## config.mk

```make
export PLATFORM = sky130hd
export DESIGN_NAME = seven_seg_scan_decoder
export DESIGN_NICKNAME = d
export VERILOG_FILES = /design/src/rtl/seg7_pkg.sv /design/src/rtl/seg7_pattern_decode.sv /design/src/rtl/seven_seg_scan_decoder.sv
export SDC_FILE = /design/constraint.sdc
export NUM_CORES = 1
export LEC_CHECK = 0
export ABC_AREA = 0
export CORE_UTILIZATION = 50
export DETAILED_ROUTE_END_ITERATION = 10
export PLACE_DENSITY = 0.74
export SYNTH_ARGS = -nofsm -noshare
export SYNTH_HDL_FRONTEND = slang
export SYNTH_SLANG_ARGS = --single-unit
```

## constraint.sdc

```tcl
create_clock -name clk -period 2 [get_ports clk]
set_input_delay 0.3 -clock clk [delete_from_list [all_inputs] [get_ports clk]]
set_output_delay 0.3 -clock clk [all_outputs]
set_load 0.05 [all_outputs]
```

## src/rtl/seg7_pkg.sv

```systemverilog
// Shared 7-segment definitions: active-low segment patterns (g..a), special
// codes and the scan-decoder state type. The display encoder uses the same constants.
package seg7_pkg;

   localparam logic [6:0] SEG_0     = 7'b1000000;
   localparam logic [6:0] SEG_1     = 7'b1111001;
   localparam logic [6:0] SEG_2     = 7'b0100100;
   localparam logic [6:0] SEG_3     = 7'b0110000;
   localparam logic [6:0] SEG_4     = 7'b0011001;
   localparam logic [6:0] SEG_5     = 7'b0010010;
   localparam logic [6:0] SEG_6     = 7'b0000010;
   localparam logic [6:0] SEG_7     = 7'b1111000;
   localparam logic [6:0] SEG_8     = 7'b0000000;
   localparam logic [6:0] SEG_9     = 7'b0010000;
   localparam logic [6:0] SEG_BLANK = 7'b1111111;

   localparam logic [3:0] BLANK_CODE = 4'hE;
   localparam logic [3:0] BAD_CODE   = 4'hF;

   typedef enum logic [1:0] {
      WAIT_SEL,
      SETTLE,
      CAPTURED
   } scan_state_t;

   function automatic logic is_one_hot(input logic [3:0] v);
      return (v != 4'd0) && ((v & (v - 4'd1)) == 4'd0);
   endfunction

   function automatic logic [1:0] one_hot_idx(input logic [3:0] v);
      logic [1:0] idx;
      idx = 2'd0;
      for (int i = 0; i < 4; i++)
         if (v[i]) idx = i[1:0];
      return idx;
   endfunction

endpackage

```

## src/rtl/seg7_pattern_decode.sv

```systemverilog
// Combinational decode of an active-low g..a pattern to a digit code.
// valid = recognised digit 0-9; blank = all segments off.
module seg7_pattern_decode
   import seg7_pkg::*;
(
   input  logic [6:0] pattern,
   output logic [3:0] code,
   output logic       valid,
   output logic       blank
);

   always_comb begin
      code  = BAD_CODE;
      valid = 1'b1;
      blank = 1'b0;
      case (pattern)
         SEG_0:     code = 4'd0;
         SEG_1:     code = 4'd1;
         SEG_2:     code = 4'd2;
         SEG_3:     code = 4'd3;
         SEG_4:     code = 4'd4;
         SEG_5:     code = 4'd5;
         SEG_6:     code = 4'd6;
         SEG_7:     code = 4'd7;
         SEG_8:     code = 4'd8;
         SEG_9:     code = 4'd9;
         SEG_BLANK: begin
            code  = BLANK_CODE;
            valid = 1'b0;
            blank = 1'b1;
         end
         default:   valid = 1'b0;
      endcase
   end

endmodule

```

## src/rtl/seven_seg_scan_decoder.sv

```systemverilog
// Receive-side monitor for a scanned 7-segment bus: debounces each digit dwell,
// decodes it and publishes complete 4-digit frames.
module seven_seg_scan_decoder
   import seg7_pkg::*;
#(
   parameter int STABLE_CYCLES  = 4,
   parameter int TIMEOUT_CYCLES = 4096,
   parameter bit SEL_ACTIVE_LOW = 1'b1
) (
   input  logic        clk,
   input  logic        reset,
   input  logic [7:0]  segment_display,
   input  logic [3:0]  digit_select,
   output logic [15:0] digits,
   output logic [3:0]  dp_flags,
   output logic        frame_valid,
   output logic        frame_changed,
   output logic        pattern_error,
   output logic        scan_stall
);

   localparam int SW = $clog2(STABLE_CYCLES + 1);
   localparam int TW = $clog2(TIMEOUT_CYCLES + 1);

   logic [3:0]    sel_q, sel_p;
   logic [7:0]    seg_q, seg_p;
   scan_state_t   state, state_n;
   logic [SW-1:0] stab_cnt, stab_cnt_n;
   logic [TW-1:0] stall_cnt;
   logic          capture;
   logic          pair_chg;
   logic          sel_one_hot;
   logic [1:0]    sel_idx;
   logic [3:0]    dec_code;
   logic          dec_valid, dec_blank;
   logic [3:0]    mask;
   logic [15:0]   shadow_code;
   logic [3:0]    shadow_dp;
   logic          seen_frame;

   // Previous registered pair is kept so "stable" means identical consecutive samples.
   always_ff @(posedge clk) begin
      if (reset) begin
         sel_q <= '0;
         sel_p <= '0;
         seg_q <= '0;
         seg_p <= '0;
      end else begin
         sel_q <= SEL_ACTIVE_LOW ? ~digit_select : digit_select;
         seg_q <= segment_display;
         sel_p <= sel_q;
         seg_p <= seg_q;
      end
   end

   assign pair_chg    = (sel_q != sel_p) || (seg_q != seg_p);
   assign sel_one_hot = is_one_hot(sel_q);
   assign sel_idx     = one_hot_idx(sel_q);

   seg7_pattern_decode u_decode (
      .pattern (seg_q[6:0]),
      .code    (dec_code),
      .valid   (dec_valid),
      .blank   (dec_blank)
   );

   always_ff @(posedge clk) begin
      if (reset) begin
         state    <= WAIT_SEL;
         stab_cnt <= '0;
      end else begin
         state    <= state_n;
         stab_cnt <= stab_cnt_n;
      end
   end

   always_comb begin
      state_n    = state;
      stab_cnt_n = stab_cnt;
      capture    = 1'b0;
      case (state)
         WAIT_SEL: begin
            if (sel_one_hot) begin
               state_n    = SETTLE;
               stab_cnt_n = SW'(1);
            end
         end
         SETTLE: begin
            if (pair_chg) begin
               state_n    = sel_one_hot ? SETTLE : WAIT_SEL;
               stab_cnt_n = sel_one_hot ? SW'(1) : '0;
            end else begin
               stab_cnt_n = stab_cnt + SW'(1);
               // This sample makes STABLE_CYCLES identical in a row.
               if (stab_cnt == SW'(STABLE_CYCLES - 1)) begin
                  capture = 1'b1;
                  state_n = CAPTURED;
               end
            end
         end
         CAPTURED: begin
            if (pair_chg) begin
               state_n    = sel_one_hot ? SETTLE : WAIT_SEL;
               stab_cnt_n = sel_one_hot ? SW'(1) : '0;
            end
         end
         default: begin
            state_n    = WAIT_SEL;
            stab_cnt_n = '0;
         end
      endcase
   end

   // Frame publishes one edge after the last mask bit is set; capture can't coincide.
   always_ff @(posedge clk) begin
      if (reset) begin
         mask          <= '0;
         shadow_code   <= '0;
         shadow_dp     <= '0;
         digits        <= '0;
         dp_flags      <= '0;
         frame_valid   <= 1'b0;
         frame_changed <= 1'b0;
         pattern_error <= 1'b0;
         seen_frame    <= 1'b0;
      end else begin
         frame_valid   <= 1'b0;
         frame_changed <= 1'b0;
         pattern_error <= 1'b0;
         if (mask == 4'hF) begin
            digits        <= shadow_code;
            dp_flags      <= shadow_dp;
            frame_valid   <= 1'b1;
            frame_changed <= !seen_frame ||
                             ({shadow_code, shadow_dp} != {digits, dp_flags});
            seen_frame    <= 1'b1;
            mask          <= '0;
         end
         if (capture) begin
            shadow_code[{sel_idx, 2'b00} +: 4] <= dec_code;
            shadow_dp[sel_idx]                 <= ~seg_q[7];
            mask[sel_idx]                      <= 1'b1;
            pattern_error                      <= !dec_valid && !dec_blank;
         end
      end
   end

   always_ff @(posedge clk) begin
      if (reset)
         stall_cnt <= '0;
      else if (sel_q != sel_p)
         stall_cnt <= '0;
      else if (stall_cnt != TW'(TIMEOUT_CYCLES))
         stall_cnt <= stall_cnt + TW'(1);
   end

   assign scan_stall = (stall_cnt >= TW'(TIMEOUT_CYCLES));

endmodule

```

# --- Word level (Yosys, flattened, before mapping) ---
# Index checks and enable logic that the tools add are counted.
classes:
  order_cmp: 3
  n_reduce_logical: 18
  muxes: 28
  add_sub_neg: 4
  n_eq_ne: 21
  shifts: 2
  bitwise: 6
op_table:
  columns: ["operator", "count"]
  rows:
  - ["one-hot mux 4 bit (11 select lines)", 1]
  - ["equality test 7 bit (second input constant)", 4]
  - ["equality test 7 x 5 -> 1 bit (second input constant)", 3]
  - ["!= test 20 bit", 1]
  - ["bitwise mux 16 bit", 1]
  - ["variable shift 4 x 6 -> 16 bit (first input constant)", 1]
  - ["indexed part select 4 x 6 -> 16 bit", 1]
  - ["equality test 7 x 6 -> 1 bit (second input constant)", 2]
  - ["adder 13 x 1 -> 13 bit (second input constant)", 1]
  - ["greater-or-equal comparator 13 bit (second input constant)", 1]
  - ["!= test 13 bit (second input constant)", 1]
  - ["2-to-1 mux 2 bit", 6]
  - ["2-to-1 mux 4 bit", 3]
  - ["2-to-1 mux 1 bit", 10]
  - ["OR reduction 10 bit", 1]
  - ["2-to-1 mux 3 bit", 3]
  - ["one-hot mux 3 bit (3 select lines)", 1]
  - ["!= test 8 bit", 1]
  - ["equality test 7 x 2 -> 1 bit (second input constant)", 1]
  - ["logical NOT 7 bit", 1]
  - ["negator 4 -> 6 bit", 1]
  - ["one-hot mux 2 bit (3 select lines)", 1]
  - ["OR reduction 2 bit", 3]
  - ["AND 4 bit", 1]
  - ["other kinds (24)", 32]
totals:
  regBits: 90
  inputBits: 14
  output_inout_bits: 24
  word_cells: 98

# --- Depth between registers and ports, before layout ---
logic_depth:
  depth_word: 9
  ltp_mapped: 10
  mapped_depth_nobuf: 8

# --- By module ---
# Synthesis repeated with hierarchy kept, for this count alone.
unflattened:
  cells_unflattened: 486
  area_unflattened_um2: 4210.3
by_module_without_submodules:
  columns: ["mod", "seq_area_each_um2", "instances", "cells_each", "area_per_inst_um2"]
  rows:
  - ["seven_seg_scan_decoder", 1801.7, 1, 452, 3982.6]
  - ["seg7_pattern_decode", 0.0, 1, 34, 227.7]

# --- Worst setup path before layout ---
# No wires, ideal clock.
synth_path:
  path_kind: "flip-flop to flip-flop"
  from: "reg sel_q[2]"
  to: "reg shadow_code[13]"
  t_required_ns: 1.913
  setup_slack_ns: -0.140
  path_buffers: 2
  stages_incl_launch_ff: 11
  synth_period_minus_slack_ns: 2.140
  setup_time_ns: 0.087
  arrival_ns: 2.053
  path_cell_list: "dfxtp_1 > inv_1 > a21o_1 > clkbuf_1 > inv_1 > ha_1 > nor2_1 > and4_1 > clkbuf_1 > nand3_1 > o31ai_1"
synth_via:
  elab_chain_len: 5
  elab_cells_between_ends: 10
  cone_classes: "add/sub: 1; eq/ne: 1; shift: 2; mux: 5; reduce/logical: 1"
synth_rtl:
  columns: ["element", "line_no", "source"]
  rows:
  - ["start: declaration", "seven_seg_scan_decoder.sv:25", "logic [3:0] sel_q, sel_p;"]
  - ["start signal: assignment", "seven_seg_scan_decoder.sv:49", "sel_q <= SEL_ACTIVE_LOW ? ~digit_select : digit_select;"]
  - ["2-to-1 mux 2 bit (2 in a row)", "seg7_pkg.sv:34", "if (v[i]) idx = i[1:0];"]
  - ["negator 4 -> 6 bit", "seven_seg_scan_decoder.sv:140", "shadow_code[{sel_idx, 2'b00} +: 4] <= dec_code;"]
  - ["indexed part select 4 x 6 -> 16 bit / variable shift 4 x 6 -> 16 bit (equally long branches)", "seven_seg_scan_decoder.sv:140", null]
  - ["bitwise mux 16 bit", "seven_seg_scan_decoder.sv:140", null]
  - ["end signal: indexed assignment", "seven_seg_scan_decoder.sv:140", null]
  - ["end: declaration", "seven_seg_scan_decoder.sv:37", "logic [15:0] shadow_code;"]
# Several ways; a longest one is shown, not always the timed one.
# A chain may end at the register's enable or synchronous reset.

# --- Worst setup path in the final report ---
layout_path:
  from: "reg seg_q[3]"
  to: "reg shadow_code[9]"
layout_via:
  elab_chain_len: 4
  elab_cells_between_ends: 18
  cone_classes: "eq/ne: 11; shift: 1; mux: 4; reduce/logical: 2"
layout_rtl:
  columns: ["element", "line_no", "source"]
  rows:
  - ["start: declaration", "seven_seg_scan_decoder.sv:26", "logic [7:0] seg_q, seg_p;"]
  - ["start signal: assignment", "seven_seg_scan_decoder.sv:50", "seg_q <= segment_display;"]
  - ["equality test 7 bit (tied with other cells)", "seg7_pattern_decode.sv:16", "case (pattern)"]
  - ["one-hot mux 4 bit (11 select lines) / logical OR 1 bit (equally long branches)", "seg7_pattern_decode.sv:16, seven_seg_scan_decoder.sv:56", null]
  - ["indexed part select 4 x 6 -> 16 bit / 2-to-1 mux 1 bit (equally long branches)", "seven_seg_scan_decoder.sv:140, seven_seg_scan_decoder.sv:89", null]
  - ["bitwise mux 16 bit / 2-to-1 mux 1 bit (equally long branches)", "seven_seg_scan_decoder.sv:140, seven_seg_scan_decoder.sv:81", null]
# Several ways; a longest one is shown, not always the timed one.

==> summary.md <==
| Metric | Value |
|---|---|
| Status | `completed` |
| PwrDens | `roughly 700 nW/um^2` |
| GRT Util Overall | `roughly a fifth` |
| Gr ovfl total | `0` |
| Max_cap viols | `0` |
| Final setup violation count | `0` |
| Clock Path Buffers | `2` |
| WP data arrival | `2.14 ns` |
| Yosys top cell area share | `a little over two fifths` |
| Synth Flop Type | `dfxtp_1` |
| DR pass1 iterations | `5` |
| Largest net degree at the start of global routing | `30` |
| Top post-synthesis cells by area | `dfxtp_1 44%, xor2_1 5.8%, nand2_1 5.6%` |
| Syn-to-layout area delta | `19.2%` |
| Netlist cell types | `between 40 and 50` |
| Ratio of cells with drive above 1 in the final layout | `approximately 11%` |
| CTS clk-pin slew, worst paths | `around 0.09 ns` |
| H-tree Lvls | `3` |
| Tmin final | `approximately 1.9 ns` |
| Cts hold-fix bufs | `0` |
| Count of pins over their slew limit | `0` |
| WHS | `around 0.38 ns` |
| Die area | `8570 um^2` |
| Worst path max stage delay | `0.60 ns` |
| Initial antenna violation count | `0` |
| Relative slew slack | `a little over half` |
| Fin cells | `626` |
| #FFs+latches synth | `90` |
| Number of flops mapped to enable cells by yosys | `0` |
| Final GP Congestion | `0.901` |
| Worst hold path stage count | `2` |
| Worst Path Required | `2.23 ns` |
| Hold crit path type | `primary input to flop` |
| Final hold vios | `0` |
| Cells after Synth | `between 400 and 500` |
| Crit start category | `flop` |
| CTS tree | `built` |
| Clk_skew | `between 0.007 and 0.008 ns` |
| First-pass GRT wire length | `14,200 um` |
| Die height | `a little over 90 um` |
| Critical Path End Type | `flop` |
| Static Leak | `0.00178 uW` |
| Worst VDD drop | `roughly 0.00037 V` |
| Io pins | `38` |
| Initial Util | `52.2%` |
| WL per Instance | `13.6 um` |
| Dpl hpwl | `about 6000 um` |
| Slowest stage cell, crit path | `or4b_1` |
| Final setup TNS | `0 ns` |
| Synth area leader | `dfxtp_1` |
| Setup WS pre-CTS | `-0.0259 ns` |
| Die Wd | `92.6 um` |
| Site Rows | `32` |
| Total number of vias | `roughly 3,400` |
| DP Cell Count | `610` |
| Highest Clock Rate | `roughly 530 MHz` |
| TritonCTS buffer count | `9` |
| Least-Margin Pin Slew | `slightly below 0.7 ns` |
| Skew-Pair Late Insertion Delay | `approximately 0.35 ns` |
| DR DRC count | `0` |
| Final Cycle Share | `between 90 and 100%` |
| Register area share after synthesis | `a little over two fifths` |
| Antenna-violating nets left | `0` |
| Worst-path maximum fanout | `13` |
| Core footprint | `between 7000 and 8000 um^2` |
| Total Wirelength | `8480 um` |
| Layout Nets | `approximately 550` |
| Vias in the first global route | `just over 3,000` |
| Worst Reg-to-Reg Cells | `5` |
| Syn_nets | `507` |
| Syn avg cell area | `between 8 and 9 um^2` |
| Clk sinks | `90` |
| Post-synth top cells | `90 x dfxtp_1, 61 x nand2_1, 43 x a21oi_1` |
| N_diodes | `0` |
| Worst setup margin | `0.0954 ns` |
| Most frequent cell after synthesis | `dfxtp_1` |
| Vias per cell | `5.41` |
| Post-Syn Area | `about 4000 um^2` |
| Ys async rst share | `0%` |
| RSZ-0062 raised after global routing | `true` |
| Syn. warnings | `0` |
| Clock root cell | `clkbuf_8` |
| Critical path class | `flop to flop` |
| Worst path cell trace | `or4b_1 -> nor4b_4 -> or4_1 -> o211a_1 -> o31ai_1` |
| IO buf count | `37` |
| DR iter-0 viols | `160` |
==> per-layer routing <==
metal / part of all wire [%] / global-route usage, % / wire (um) / vias to the layer above
met5: 0 / 0 / 0 / -
met4: 1.4 / 8.07 / 119 / 0
met1: 48 / 27.1 / 4060 / 1578
li1: - / - / - / 1721
met3: 3.8 / 3.20 / 320 / 11
met2: 47 / 34.4 / 3990 / 77
==> power breakdown <==
group          leakage [uW]  switching, uW  internal (uW)  total [uW]
Sequential         0.000733           43.8           1820        1860
Clock              0.000103            648            652        1300
Combinational      0.000944            163            131         295
==> critical path: cells and delay by family (launching register included) <==
| family | cells | cell delay [ns] |
|---|---|---|
| flops | 1 | 0.39 |
| compound gates | 2 | 0.31 |
| simple gates | 3 | 1.09 |
==> kinds of logic (layout without fill, tap and decap cells) <==
family / count (synthesis) / in the layout / share of synthesized area [%]
adders and majority gates: 12 / 12 / 3.66
muxes: 2 / 2 / 0.519
DFF: 90 / 90 / 43.9
buffers and inverters: 47 / 90 / 4.73
xor gates and xnor gates: 46 / 46 / 9.83
AOI/OAI and AO/OA: 85 / 85 / 11.7
and+or+nand+nor: 199 / 199 / 25.7
==> final cells by class <==
class | instances | area [um^2]
clock buffers | 11 | 151
repair buffers | 55 | 500
inverters | 19 | 71.3
multi-input cells | 344 | 2160
clock inverters | 5 | 61.3
well taps | 102 | 128
flip-flops and latches | 90 | 1820
fillers | 705 | 2960
==> state kept, by name (all words and copies together), names as in the netlist <==
name,count
seg_p,8
state,2
stall_cnt,13
seen_frame,1
seg_q,8
frame_valid,1
stab_cnt,3
sel_q,4
shadow_dp,4
shadow_code,16
sel_p,4
digits,16
frame_changed,1
dp_flags,4
pattern_error,1
mask,4
==> layout by cell type, fill, tap and decap left out, types with 2 or more instances in the layout <==
cell and instances:
dfxtp_1 82, nand2_1 61, a21oi_1 43, clkdlybuf4s50_1 36, nor2_1 35, xor2_1 27, o21ai_0 23, nor2b_1 23
xnor2_1 19, buf_4 18, inv_1 17, nand3_1 16, nand4_1 14, clkbuf_8 11, nor4_1 10, ha_1 10
nand3b_1 6, dfxtp_2 6, o31ai_1 5, nor3_1 4, nor4_4 3, and4_1 3, or3_1 3, inv_2 2
or2_2 2, nand2b_1 2, or4b_1 2, or4b_2 2, nor4b_1 2, nor3b_1 2, o21ai_1 2, a31oi_1 2
ha_2 2, clkinvlp_4 2, dfxtp_4 2
==> final timing paths <==
check	slack, ns	end	from
setup / recovery	0.1	shadow_code[9]	seg_q[3]
hold / removal	0.38	shadow_code[11]	reset
setup reg to reg	0.1	shadow_code[9]	seg_q[3]
hold reg to reg	0.46	stab_cnt[1]	stab_cnt[1]
==> stage by stage <==
stage | area [um^2] | power [uW] | util (%)
6_report | 4890 | 3460 | 62.3
2_1_floorplan | 4110 | 2090 | -
4_1_cts | 4830 | 3460 | 61.6
3_5_place_dp | 4610 | 2180 | 58.8
3_3_place_gp | 4610 | 2170 | 58.8
5_1_grt | 4890 | 3590 | 62.3
==> timing repair <==
item / 4_1_cts / 5_1_grt
buffers inserted: 0 / 0
gates resized for setup: 2 / 19
pin swaps: 0 / 1
setup endpoints to repair: 5 / 29
(Power assumes the default switching activity.)
